### src/rtl/bus_arbiter.sv
// bus_arbiter: round-robin owner selection for the shared 8-bit crypto data bus (nodes 0-3).
// Latency: request-to-grant is one cycle from IDLE; every output is registered.
// Flow control: none; req is level-sensitive and a node keeps grant until last, a timeout or dropping req.
// Ports:
//   clk, rst_n          clock; asynchronous active-low reset
//   req[3:0]            per-node request (bit i = node i)
//   last[3:0]           per-node last-packet flag; only the owner's bit matters
//   bus_valid           shared valid; counts as high only when exactly 1'b1
//   bus_data[7:0]       shared data; header source field is [5:4]
//   grant[3:0]          one-hot grant
//   grant_id[1:0]       current or most recent owner
//   busy                owner holds the bus (GRANT or ACTIVE)
//   timeout_err         one-cycle pulse on start or idle timeout
//   hdr_err             one-cycle pulse when the header source differs from grant_id
module bus_arbiter #(
   parameter int START_TIMEOUT = 16,
   parameter int IDLE_TIMEOUT  = 8,
   parameter int GAP_CYCLES    = 1
) (
   input  logic       clk,
   input  logic       rst_n,
   input  logic [3:0] req,
   input  logic [3:0] last,
   input  logic       bus_valid,
   input  logic [7:0] bus_data,
   output logic [3:0] grant,
   output logic [1:0] grant_id,
   output logic       busy,
   output logic       timeout_err,
   output logic       hdr_err
);

   typedef enum logic [1:0] {IDLE, GRANT, ACTIVE, GAP} state_t;

   localparam logic [7:0] START_LIM = 8'(START_TIMEOUT - 1);
   localparam logic [7:0] IDLE_LIM  = 8'(IDLE_TIMEOUT - 1);
   localparam logic [7:0] GAP_LIM   = 8'(GAP_CYCLES - 1);

   state_t     state, state_nx;
   logic [7:0] cnt, cnt_nx, cnt_inc;
   logic [1:0] rr_ptr, rr_ptr_nx;
   logic [1:0] grant_id_nx;
   logic [1:0] win_id;
   logic [3:0] grant_nx;
   logic       busy_nx, timeout_nx, hdr_nx;
   logic       vld, hdr_bad, own_last, own_req;

   // Only the source field of the header is inspected.
   logic       unused_data_bits;
   assign unused_data_bits = ^{bus_data[7:6], bus_data[3:0]};

   // A floating or unknown bus_valid must never start or extend a transaction.
   assign vld      = (bus_valid === 1'b1);
   assign hdr_bad  = (bus_data[5:4] != grant_id);
   assign own_last = last[grant_id];
   assign own_req  = req[grant_id];
   assign cnt_inc  = (cnt == 8'hFF) ? cnt : cnt + 8'd1;

   // First requester at or after rr_ptr, wrapping 3->0.
   always_comb begin
      logic       found;
      logic [1:0] idx;
      found  = 1'b0;
      win_id = rr_ptr;
      for (int i = 0; i < 4; i++) begin
         idx = rr_ptr + 2'(i);
         if (!found && req[idx]) begin
            found  = 1'b1;
            win_id = idx;
         end
      end
   end

   always_comb begin
      state_nx    = state;
      cnt_nx      = cnt;
      rr_ptr_nx   = rr_ptr;
      grant_id_nx = grant_id;
      timeout_nx  = 1'b0;
      hdr_nx      = 1'b0;
      case (state)
         IDLE: begin
            if (|req) begin
               state_nx    = GRANT;
               grant_id_nx = win_id;
               rr_ptr_nx   = win_id + 2'd1;
               cnt_nx      = 8'd0;
            end
         end
         GRANT: begin
            // Header error outranks last, which outranks the timeout.
            if (!own_req) begin
               state_nx = GAP;
               cnt_nx   = 8'd0;
            end else if (vld) begin
               cnt_nx = 8'd0;
               if (hdr_bad) begin
                  hdr_nx   = 1'b1;
                  state_nx = GAP;
               end else if (own_last) begin
                  state_nx = GAP;
               end else begin
                  state_nx = ACTIVE;
               end
            end else if (cnt >= START_LIM) begin
               timeout_nx = 1'b1;
               state_nx   = GAP;
               cnt_nx     = 8'd0;
            end else begin
               cnt_nx = cnt_inc;
            end
         end
         ACTIVE: begin
            if (vld) begin
               cnt_nx = 8'd0;
               if (own_last) state_nx = GAP;
            end else if (cnt >= IDLE_LIM) begin
               timeout_nx = 1'b1;
               state_nx   = GAP;
               cnt_nx     = 8'd0;
            end else begin
               cnt_nx = cnt_inc;
            end
         end
         GAP: begin
            if (cnt >= GAP_LIM) begin
               state_nx = IDLE;
               cnt_nx   = 8'd0;
            end else begin
               cnt_nx = cnt_inc;
            end
         end
         default: begin
            state_nx = IDLE;
            cnt_nx   = 8'd0;
         end
      endcase

      // Outputs are derived from the next state so they line up with it.
      busy_nx  = (state_nx == GRANT) || (state_nx == ACTIVE);
      grant_nx = busy_nx ? (4'b0001 << grant_id_nx) : 4'b0000;
   end

   always_ff @(posedge clk or negedge rst_n) begin
      if (!rst_n) begin
         state       <= IDLE;
         cnt         <= 8'd0;
         rr_ptr      <= 2'd0;
         grant       <= 4'b0000;
         grant_id    <= 2'd0;
         busy        <= 1'b0;
         timeout_err <= 1'b0;
         hdr_err     <= 1'b0;
      end else begin
         state       <= state_nx;
         cnt         <= cnt_nx;
         rr_ptr      <= rr_ptr_nx;
         grant       <= grant_nx;
         grant_id    <= grant_id_nx;
         busy        <= busy_nx;
         timeout_err <= timeout_nx;
         hdr_err     <= hdr_nx;
      end
   end

endmodule

### config.mk
export PLATFORM = sky130hd
export DESIGN_NAME = bus_arbiter
export DESIGN_NICKNAME = d
export VERILOG_FILES = /design/src/rtl/bus_arbiter.sv
export SDC_FILE = /design/constraint.sdc
export NUM_CORES = 1
export LEC_CHECK = 0
export ABC_AREA = 1
export BUFFER_PORTS_ARGS = -buffer_cell sky130_fd_sc_hd__buf_2
export CAP_MARGIN = 40
export CORE_MARGIN = 1.5
export CORE_UTILIZATION = 25
export CTS_CLUSTER_SIZE = 8
export DETAILED_ROUTE_END_ITERATION = 8
export PLACE_DENSITY = 0.51
export SLEW_MARGIN = 30
export SYNTH_ARGS = -nofsm -noshare
export SYNTH_HDL_FRONTEND = slang
export SYNTH_SLANG_ARGS = --single-unit
### constraint.sdc
create_clock -name clk -period 3.95 [get_ports clk]
set_clock_uncertainty 0.2 [all_clocks]
set_input_delay 0.79 -clock clk [delete_from_list [all_inputs] [get_ports clk]]
set_output_delay 0.79 -clock clk [all_outputs]
set_load 0.005 [all_outputs]
==> out/metrics.cfg, run 1 <==
[timing]
holdWs_ns=0.277
rsz0062_at_grt=no
drv_slew=0
tightest_slew_ns=0.494
period_minus_slack_ns=2.08
finalCritPeriodShare=0.527
finalSetupViolCount=0
setup_ws_ns=1.87
relSlewSlack=0.670
fmaxAchievable_mhz=481
finalSetupTns_ns=0
hold_violations=0

[critical_path]
r2r_end=grant[2]$_DFF_PN0_
r2r_start=rr_ptr[0]$_DFFE_PN0P_
crit_path_end=grant[2]$_DFF_PN0_
crit_type=reg2reg
critPathCaptureType=flip-flop
start_kind=flip-flop
rr_worst_depth=12
cp_max_fo=10
worst-r2r-setup-slack_ns=1.87
cp.required_ns=3.95
cp-startpoint=rr_ptr[0]$_DFFE_PN0P_
critPathArrivalTime_ns=2.08

[finish]
antennaDiodeCount=0
nNetsFinal=266
final_util=0.307
most-common-layout-cells=nand2_1, inv_1, nand3_1, dfrtp_1, buf_2
fill_cells=634
final_common_cell=nand2_1
drive_gt1_frac=0.208
syn_to_final_growth_pct=15.7
multi_input_area_um2=811
final-seq-area_um2=526

[grt]
antenna_found_initial=0
grt_pass1_vias=1224
grt_max_degree=22
grt_pass1_wl_mm=5.53
grt_usage=0.108
grt_overflow_total=0

[power]
pwr-share-seq=0.281
clkPwrFrac=0.119
p_comb_frac=0.601
ir_drop_mv=0.189
switching_power_mw=0.631
p_leak_nw=0.965
swShare=0.510
intPower_mw=0.607
p_per_area_nw_per_um2=720

[clock_network]
numCtsBuffers=3
cts_max_level=1
clock_path_buffers=2
cts_tree=built
cts_sinks=21
cts_setup_buffers=0
cts_root_buf=clkbuf_8
clkLatencyLatePin_ns=0.26
clk_pin_slew_worst_paths_ns=0.08
ctsResizeCount=0
hold_buffers=0

[floorplan]
row_count=27
die_width_um=80.1
die_h_um=80.1
initial_utilization=0.265
pin_count=28
core_um2=5610
die_area_um2=6420

[logic_synthesis]
syn_inst=216
yosys.area.top_type_share=0.354
synth_area_leader_cell=dfrtp_1
yosysWarnings=0
netlist-cell-type-count=25
ys_seq_elements=21
yosysSeqAreaShare=0.354
postSynthAreaPerCell_um2=6.88
synth_area_um2=1490
synth_area_leaders=dfrtp_1, nand2_1, nand3_1
syn-num-nets=241

[hold_path]
hp-class=in2async

[place]
portBuffers=21
place_congestion=0.812
hpwl_mm=2.50
dp_slack_ns=1.65

[route]
ant_nets=0
drc_errors=0
vias_per_cell=4.23
first_pass_iters=4
routedWlPerCell_um=10.2
vias=1320
drt_wl_total_mm=3.18
drt_iter0_markers=56

[run_status]
status=finished, final reports clean

[run]
cap_violations=0

## power groups by stage
stage,clock (mW),combinational (mW),sequential [mW]
global route,0.164,0.862,0.358
CTS,0.156,0.757,0.349
floorplan,0,0.619,0.322
global placement,0,0.749,0.353
detailed placement,0,0.752,0.353
finish,0.147,0.743,0.347
## how the worst min path moves through the flow
| stage | from | to | slack (ns) | cells past startpoint |
|---|---|---|---|---|
| 3_5_place_dp | cnt[5]$_DFFE_PN0P_ | cnt[5]$_DFFE_PN0P_ | 0.31 | 2 |
| 5_1_grt | rst_n | cnt[0]$_DFFE_PN0P_ | 0.30 | 1 |
| 2_1_floorplan | rst_n | busy$_DFF_PN0_ | 0.29 | 0 |
| 4_1_cts | rst_n | cnt[0]$_DFFE_PN0P_ | 0.29 | 1 |
| 3_3_place_gp | cnt[5]$_DFFE_PN0P_ | cnt[5]$_DFFE_PN0P_ | 0.30 | 2 |
| 6_report | rst_n | cnt[4]$_DFFE_PN0P_ | 0.28 | 1 |
## metrics by stage
step | instances | instance area (um2) | power, mW
6_report | 312 | 1720 | 1.24
3_5_place_dp | 308 | 1670 | 1.11
2_1_floorplan | 216 | 1490 | 0.941
3_3_place_gp | 308 | 1670 | 1.10
5_1_grt | 312 | 1720 | 1.38
4_1_cts | 312 | 1720 | 1.26
## per-layer routing
metal	wire length, um	track usage	vias up	share of wire
li1	-	-	709	-
met1	1660	0.148	593	0.52
met2	1420	0.177	16	0.45
met3	77	0.0216	2	0.024
met4	24	0.0207	0	0.0075
met5	0	0	-	0
## registers in the layout (all words and copies together) (netlist names)
signal	flops
rr_ptr	2
grant	4
state	2
timeout_err	1
cnt	8
busy	1
hdr_err	1
grant_id	2
## layout make-up
type,count,share of cell area
timing repair buffer,21,0.0611
clock buffer,3,0.0240
sequential,21,0.306
inverter,35,0.0808
clock inverter,1,0.00437
multi-input combinational,159,0.472
tap,72,0.0524
## logic make-up after synthesis
kind of cell | count (synthesis) | synth area share
compound gates | 12 | 0.0446
flops | 21 | 0.354
mux | 1 | 0.00673
simple gates | 138 | 0.432
buf+inv | 36 | 0.101
xor+xnor | 2 | 0.0118
fa+ha+maj | 6 | 0.0505
## critical path, cell delays in order (launching register included)
cell     delay (ns)
dfrtp_1        0.66
nand2_1        0.17
nand2_4        0.11
nand2_2        0.06
nand2_4        0.10
nand3_1        0.09
nand2_1        0.10
nand2_1        0.06
nand2_2        0.08
nand2_1        0.08
nand2_1        0.07
nand3_1        0.11
nor2_1         0.11
## synthesized netlist by cell type
cell	n
dfrtp_1	21
inv_1	28
buf_6	1
and2_1	1
or3_1	1
ha_1	6
nand2_2	8
xor2_1	2
o21ai_1	1
nand2_1	75
a21oi_2	1
inv_2	6
o31ai_1	1
o21ai_0	4
nor2_1	18
nand3_2	2
nor2_2	2
mux2i_1	1
nor3_1	1
nand4_1	2
nor2_8	1
a21oi_1	5
inv_8	1
nand3_1	23
nand2_4	4
(Power assumes the default switching activity.)
==> run 2, diff against run 1 <==
--- a/config.mk
+++ b/config.mk
@@ -12,7 +12,7 @@
 export CORE_UTILIZATION = 25
 export CTS_CLUSTER_SIZE = 8
 export DETAILED_ROUTE_END_ITERATION = 8
-export PLACE_DENSITY = 0.51
+export PLACE_DENSITY = 0.53
 export SLEW_MARGIN = 30
 export SYNTH_ARGS = -nofsm -noshare
 export SYNTH_HDL_FRONTEND = slang
==> constraint.sdc (replaced) <==
create_clock -name clk -period 1.8 [get_ports clk]
set_clock_uncertainty 0.2 [all_clocks]
set_input_delay 0.36 -clock clk [delete_from_list [all_inputs] [get_ports clk]]
set_output_delay 0.36 -clock clk [all_outputs]
set_load 0.005 [all_outputs]
==> out/metrics.cfg, run 2 (same netlist as run 1, synthesis figures left out) <==
[timing]
hold_violations=0  ; unchanged
rsz0062_at_grt=yes
tightest_slew_ns=0.484  ; -0.0105 ns
setup_ws_ns=-0.0948  ; -1.96 ns
finalCritPeriodShare=1.05  ; +0.526
drv_slew=0  ; unchanged
fmaxAchievable_mhz=528  ; +9.8%
finalSetupViolCount=7  ; +7
holdWs_ns=0.194  ; -0.0834 ns
relSlewSlack=0.677  ; +0.00700
finalSetupTns_ns=-0.291  ; -0.291 ns
period_minus_slack_ns=1.89  ; -0.186 ns

[floorplan]
core_um2=5610  ; unchanged
initial_utilization=0.265  ; unchanged
pin_count=28  ; unchanged
die_h_um=80.1  ; unchanged
die_area_um2=6420  ; unchanged
die_width_um=80.1  ; unchanged
row_count=27  ; unchanged

[finish]
drive_gt1_frac=0.453  ; +0.245
final_area_um2=2130  ; +24%
reg.largest.list=cnt (8), grant (4)
syn_to_final_growth_pct=43.4
antennaDiodeCount=0  ; unchanged
largest_register_ffs=8  ; unchanged
final_util=0.380  ; +0.0736
fill_cells=622  ; -1.9%
nNetsFinal=293  ; +10%
regMostFlops=cnt
final_common_cell=nand2_1
finalNonFillerCells=339  ; +8.7%
most-common-layout-cells=nand2_1, inv_1, nand2_2, buf_4, buf_2

[clock_network]
cts_tree=built
clk_pin_slew_worst_paths_ns=0.08  ; about the same
numCtsBuffers=3  ; unchanged
cts_sinks=21  ; unchanged
cts_max_level=1  ; unchanged
cts_root_buf=clkbuf_8
clock_path_buffers=2  ; unchanged
clkLatencyLatePin_ns=0.26  ; about the same

[run_status]
failed_checks=setup timing
status=finished, violations left

[hold_path]
hp-class=in2reg
hold_path_depth=3
holdPathEnd=hdr_err$_DFF_PN0_
worstHoldStart=bus_valid

[route]
ant_nets=0  ; unchanged
routedWlPerCell_um=10.9  ; +6.8%
vias=1465  ; +11%
drc_errors=0  ; unchanged
drt_wl_total_mm=3.69  ; +16%
drt_iter0_markers=39  ; -30%
first_pass_iters=4  ; unchanged
vias_per_cell=4.32  ; +2.1%

[critical_path]
worst-r2r-setup-slack_ns=-0.09  ; -1.96 ns
cp_slowest_stage_delay_ns=0.50  ; -0.16 ns
r2r_start=rr_ptr[0]$_DFFE_PN0P_
start_kind=flip-flop
crit_family=simple AND/OR/NAND/NOR gates
critPathCaptureType=flip-flop
path_cells=buf_6 -> nand2_2 -> nand3_1 -> nand2_1 -> nand2_1 -> inv_2 -> nand2_1 -> nand2_2 -> nand2_4 -> a21oi_4 -> nand3_2 -> nor2_2
r2r_end=grant[3]$_DFF_PN0_
cp.required_ns=1.80  ; -2.15 ns
cp.buffers_inverters=2  ; +2
cp_slowest_cell=dfrtp_2
cp_max_fo=6  ; -4
crit_type=reg2reg
critPathArrivalTime_ns=1.90  ; -0.18 ns
rr_worst_depth=12  ; unchanged
crit_top_cell=nand2_1

[grt]
antenna_found_initial=0  ; unchanged
grt_pass1_wl_mm=5.88  ; +6.4%
grt_overflow_total=0  ; unchanged
grt_pass1_vias=1386  ; +13%
grt_usage=0.116  ; +0.00774
grt_max_degree=22  ; unchanged

[place]
hpwl_mm=2.64  ; +5.4%
dpl_cell_area_um2=1810  ; +8.1%
portBuffers=21  ; unchanged
place_congestion=0.808  ; -0.48%
placedCellCount=326  ; +5.8%
dp_slack_ns=-0.173  ; -1.82 ns

[power]
power.total_mw=3.69  ; +200%
p_leak_nw=1.15  ; +19%
ir_drop_mv=0.614  ; +220%
p_per_area_nw_per_um2=1730  ; +140%

[run]
cap_violations=0  ; unchanged

run 2: changes by cell type in the layout (fill, tap and decap cells not counted), sizes merged:
cell / change
dlygate4sd3: +1
inv: -1
clkinv: +1
buf: +26
run 2: final cells by class:
cell class                 count  area, um2  share of cell area
multi-input combinational    159       1000               0.471
tap                           72       90.1              0.0423
sequential                    21        529               0.248
timing repair buffer          48        318               0.149
clock inverter                 1       5.00             0.00235
clock buffer                   3       41.3              0.0194
inverter                      35        145              0.0681
run 2: repair_timing:
| action | in CTS | in global routing |
|---|---|---|
| pin swaps | 7 | 17 |
| buffers inserted | 3 | 5 |
| endpoints found under the hold margin | 21 | 0 |
| resized for setup | 18 | 47 |
| endpoints found under the setup margin | 13 | 16 |
| hold buffers | 1 | 0 |
run 2: report_power, final:
group / total, mW / internal [mW] / switching (mW)
Clock: 0.320 / 0.155 / 0.166
Combinational: 2.62 / 1.10 / 1.52
Sequential: 0.750 / 0.609 / 0.141
run 2: worst max path at each step:
| stage | slack, ns | endpoint | depth (start not counted) | from |
|---|---|---|---|---|
| global placement | -0.18 | grant[2]$_DFF_PN0_ | 12 | rr_ptr[0]$_DFFE_PN0P_ |
| finish | -0.09 | grant[3]$_DFF_PN0_ | 12 | rr_ptr[0]$_DFFE_PN0P_ |
| CTS | -0.06 | grant[3]$_DFF_PN0_ | 13 | rr_ptr[1]$_DFFE_PN0P_ |
| global route | -0.20 | grant[3]$_DFF_PN0_ | 13 | rr_ptr[1]$_DFFE_PN0P_ |
| detailed placement | -0.17 | busy$_DFF_PN0_ | 13 | cnt[0]$_DFFE_PN0P_ |
| floorplan | 0.02 | grant[3]$_DFF_PN0_ | 13 | cnt[0]$_DFFE_PN0P_ |
run 2: worst register-to-register path, stage by stage, from the launching register on:
cell and delay (ns):
dfrtp_2 0.50, buf_6 0.16, nand2_2 0.07, nand3_1 0.07, nand2_1 0.09, nand2_1 0.07
inv_2 0.07, nand2_1 0.06, nand2_2 0.08, nand2_4 0.08, a21oi_4 0.19, nand3_2 0.08
nor2_2 0.11
run 2: per-layer routing:
| layer | up-vias | routed length, um | global-route usage |
|---|---|---|---|
| met2 | 13 | 1760 | 0.184 |
| li1 | 766 | - | - |
| met5 | - | 0 | 0 |
| met4 | 0 | 46 | 0.0483 |
| met1 | 682 | 1790 | 0.158 |
| met3 | 4 | 98 | 0.0148 |
==> run 3, diff against run 2 <==
--- a/config.mk
+++ b/config.mk
@@ -13,6 +13,7 @@
 export CTS_CLUSTER_SIZE = 8
 export DETAILED_ROUTE_END_ITERATION = 8
 export PLACE_DENSITY = 0.53
+export REMOVE_ABC_BUFFERS = 1
 export SLEW_MARGIN = 30
 export SYNTH_ARGS = -nofsm -noshare
 export SYNTH_HDL_FRONTEND = slang
==> out/metrics.cfg, run 3 (same netlist as run 1, synthesis figures left out) <==
[route]
routedWlPerCell_um=10.2  ; -6.0%
vias_per_cell=4.22  ; -2.2%
first_pass_iters=4  ; unchanged
vias=1428  ; -2.5%
drt_wl_total_mm=3.46  ; -6.3%
drc_errors=0  ; unchanged
ant_nets=0  ; unchanged
drt_iter0_markers=59  ; +51%

[power]
clkPwrFrac=0.084  ; -0.003
p_per_area_nw_per_um2=1710  ; -1.3%
p_comb_frac=0.720  ; +0.010
ir_drop_mv=0.523  ; -15%
power.total_mw=3.74  ; +1.3%
p_leak_nw=1.16  ; +0.97%
pwr-share-seq=0.196  ; -0.007
intPower_mw=1.88  ; +0.76%
swShare=0.498  ; +0.00296
switching_power_mw=1.86  ; +2.0%

[timing]
finalSetupTns_ns=-0.348  ; -0.0567 ns
period_minus_slack_ns=1.88  ; -0.0132 ns
finalCritPeriodShare=1.05  ; -0.00735
tightest_slew_ns=0.464  ; -0.0199 ns
relSlewSlack=0.691  ; +0.0132
holdWs_ns=0.200  ; +0.00596 ns
hold_violations=0  ; unchanged
setup_ws_ns=-0.0816  ; +0.0132 ns
finalSetupViolCount=7  ; unchanged
rsz0062_at_grt=yes
fmaxAchievable_mhz=531  ; +0.70%
drv_slew=0  ; unchanged

[critical_path]
crit_top_cell=nand2_4
critPathCaptureType=flip-flop
critPathArrivalTime_ns=1.88  ; -0.02 ns
cp_slowest_cell=dfrtp_2
path_cells=buf_12 -> inv_16 -> nand2_4 -> nand2_4 -> nand2_4 -> nand2_4 -> nand2_1 -> nand2_1 -> nand2_2 -> nand2_2 -> nand2_4 -> a21oi_4 -> nand3_1 -> nor2_1
cp.required_ns=1.80  ; about the same
cp_max_fo=8  ; +2
start_kind=flip-flop
crit_type=reg2reg
cp_slowest_stage_delay_ns=0.43  ; -0.07 ns

[grt]
grt_overflow_total=0  ; unchanged
grt_usage=0.110  ; -0.00624
grt_max_degree=22  ; unchanged
grt_pass1_wl_mm=5.63  ; -4.2%
antenna_found_initial=0  ; unchanged
grt_pass1_vias=1301  ; -6.1%

[finish]
fill_cells=592  ; -4.8%
finalNonFillerCells=338  ; -0.29%
antennaDiodeCount=0  ; unchanged
most-common-layout-cells=nand2_1, inv_1, nand2_2, buf_4, buf_2
final_common_cell=nand2_1
syn_to_final_growth_pct=47.2
nNetsFinal=292  ; -0.34%
reg.largest.list=cnt (8), grant (4)
regMostFlops=cnt
drive_gt1_frac=0.470  ; +0.0167
largest_register_ffs=8  ; unchanged

[floorplan]
die_width_um=80.1  ; unchanged
die_h_um=80.1  ; unchanged
die_area_um2=6420  ; unchanged
core_um2=5610  ; unchanged
row_count=27  ; unchanged
initial_utilization=0.265  ; unchanged
pin_count=28  ; unchanged

[clock_network]
cts_max_level=1  ; unchanged
clkLatencyLatePin_ns=0.26  ; about the same
clk_pin_slew_worst_paths_ns=0.08  ; about the same
clock_path_buffers=2  ; unchanged
cts_sinks=21  ; unchanged
cts_root_buf=clkbuf_8
numCtsBuffers=3  ; unchanged
cts_tree=built

[place]
hpwl_mm=2.49  ; -5.6%
placedCellCount=324  ; -0.61%
portBuffers=21  ; unchanged
place_congestion=0.766  ; -5.2%

[hold_path]
hp-class=in2reg

[run_status]
status=finished, violations left
failed_checks=setup timing

[run]
cap_violations=0  ; unchanged

[run 3: cell types whose count changed in the layout (fill, tap and decap cells not counted), sizes merged]
cell    change
buf         -1
clkinv      -1
inv         +1
[run 3: power groups by stage]
| stage | Clock [mW] | Combinational [mW] | Sequential, mW |
|---|---|---|---|
| 2_1_floorplan | 0 | 1.30 | 0.738 |
| 3_3_place_gp | 0 | 1.83 | 0.757 |
| 3_5_place_dp | 0 | 1.85 | 0.751 |
| 4_1_cts | 0.326 | 2.08 | 0.724 |
| 5_1_grt | 0.343 | 2.99 | 0.745 |
| 6_report | 0.316 | 2.69 | 0.731 |
[run 3: layer usage]
| layer | up-vias | global-route usage | part of all wire | routed length, um |
|---|---|---|---|---|
| li1 | 769 | - | - | - |
| met1 | 638 | 0.160 | 0.51 | 1760 |
| met2 | 21 | 0.174 | 0.46 | 1590 |
| met3 | 0 | 0.0170 | 0.032 | 109 |
| met4 | 0 | 0.0155 | 0 | 0 |
| met5 | - | 0 | 0 | 0 |
[run 3: final timing paths]
path                                  startpoint                     to  slack, ns  cells after the start
max reg2reg                rr_ptr[0]$_DFFE_PN0P_     grant[3]$_DFF_PN0_      -0.08                     14
min                                    bus_valid      hdr_err$_DFF_PN0_       0.20                      3
max in group asynchronous                  rst_n  grant_id[0]$_DFF_PN0_       0.68                      2
min reg2reg                   cnt[6]$_DFFE_PN0P_     cnt[6]$_DFFE_PN0P_       0.32                      2
max                        rr_ptr[0]$_DFFE_PN0P_     grant[3]$_DFF_PN0_      -0.08                     14
min in group asynchronous                  rst_n     cnt[0]$_DFFE_PN0P_       0.38                      2
[run 3: metrics by stage]
step / area (um2) / util / setup slack (ns)
after floorplan: 1480 / - / -0.0115
after global placement: 1790 / 0.319 / -0.169
after detailed placement: 1790 / 0.319 / -0.194
after CTS: 1940 / 0.346 / -0.0565
after global routing: 2190 / 0.390 / -0.172
final: 2190 / 0.390 / -0.0816
[run 3: layout make-up]
| cell class | count | area (um2) | area share |
|---|---|---|---|
| Clock buffer | 3 | 41.3 | 0.0189 |
| Clock inverter | 1 | 7.51 | 0.00343 |
| Inverter | 35 | 150 | 0.0686 |
| Multi-Input combinational cell | 159 | 1050 | 0.480 |
| Sequential cell | 21 | 529 | 0.242 |
| Tap cell | 72 | 90.1 | 0.0412 |
| Timing Repair Buffer | 47 | 319 | 0.146 |
[run 3: critical path: cells and delay by family (launching register included)]
family                 cells  cell delay (ns)
DFF                        1             0.43
and+or+nand+nor           11             0.81
buffers and inverters      2             0.23
AOI/OAI and AO/OA          1             0.15
[run 3: repair_timing]
action	CTS	global route
cloned	0	0
resized for setup	18	59
setup endpoints to repair	12	15
endpoints found under the hold margin	21	0
pin swaps	14	16
hold buffers	1	0
setup buffers	4	5
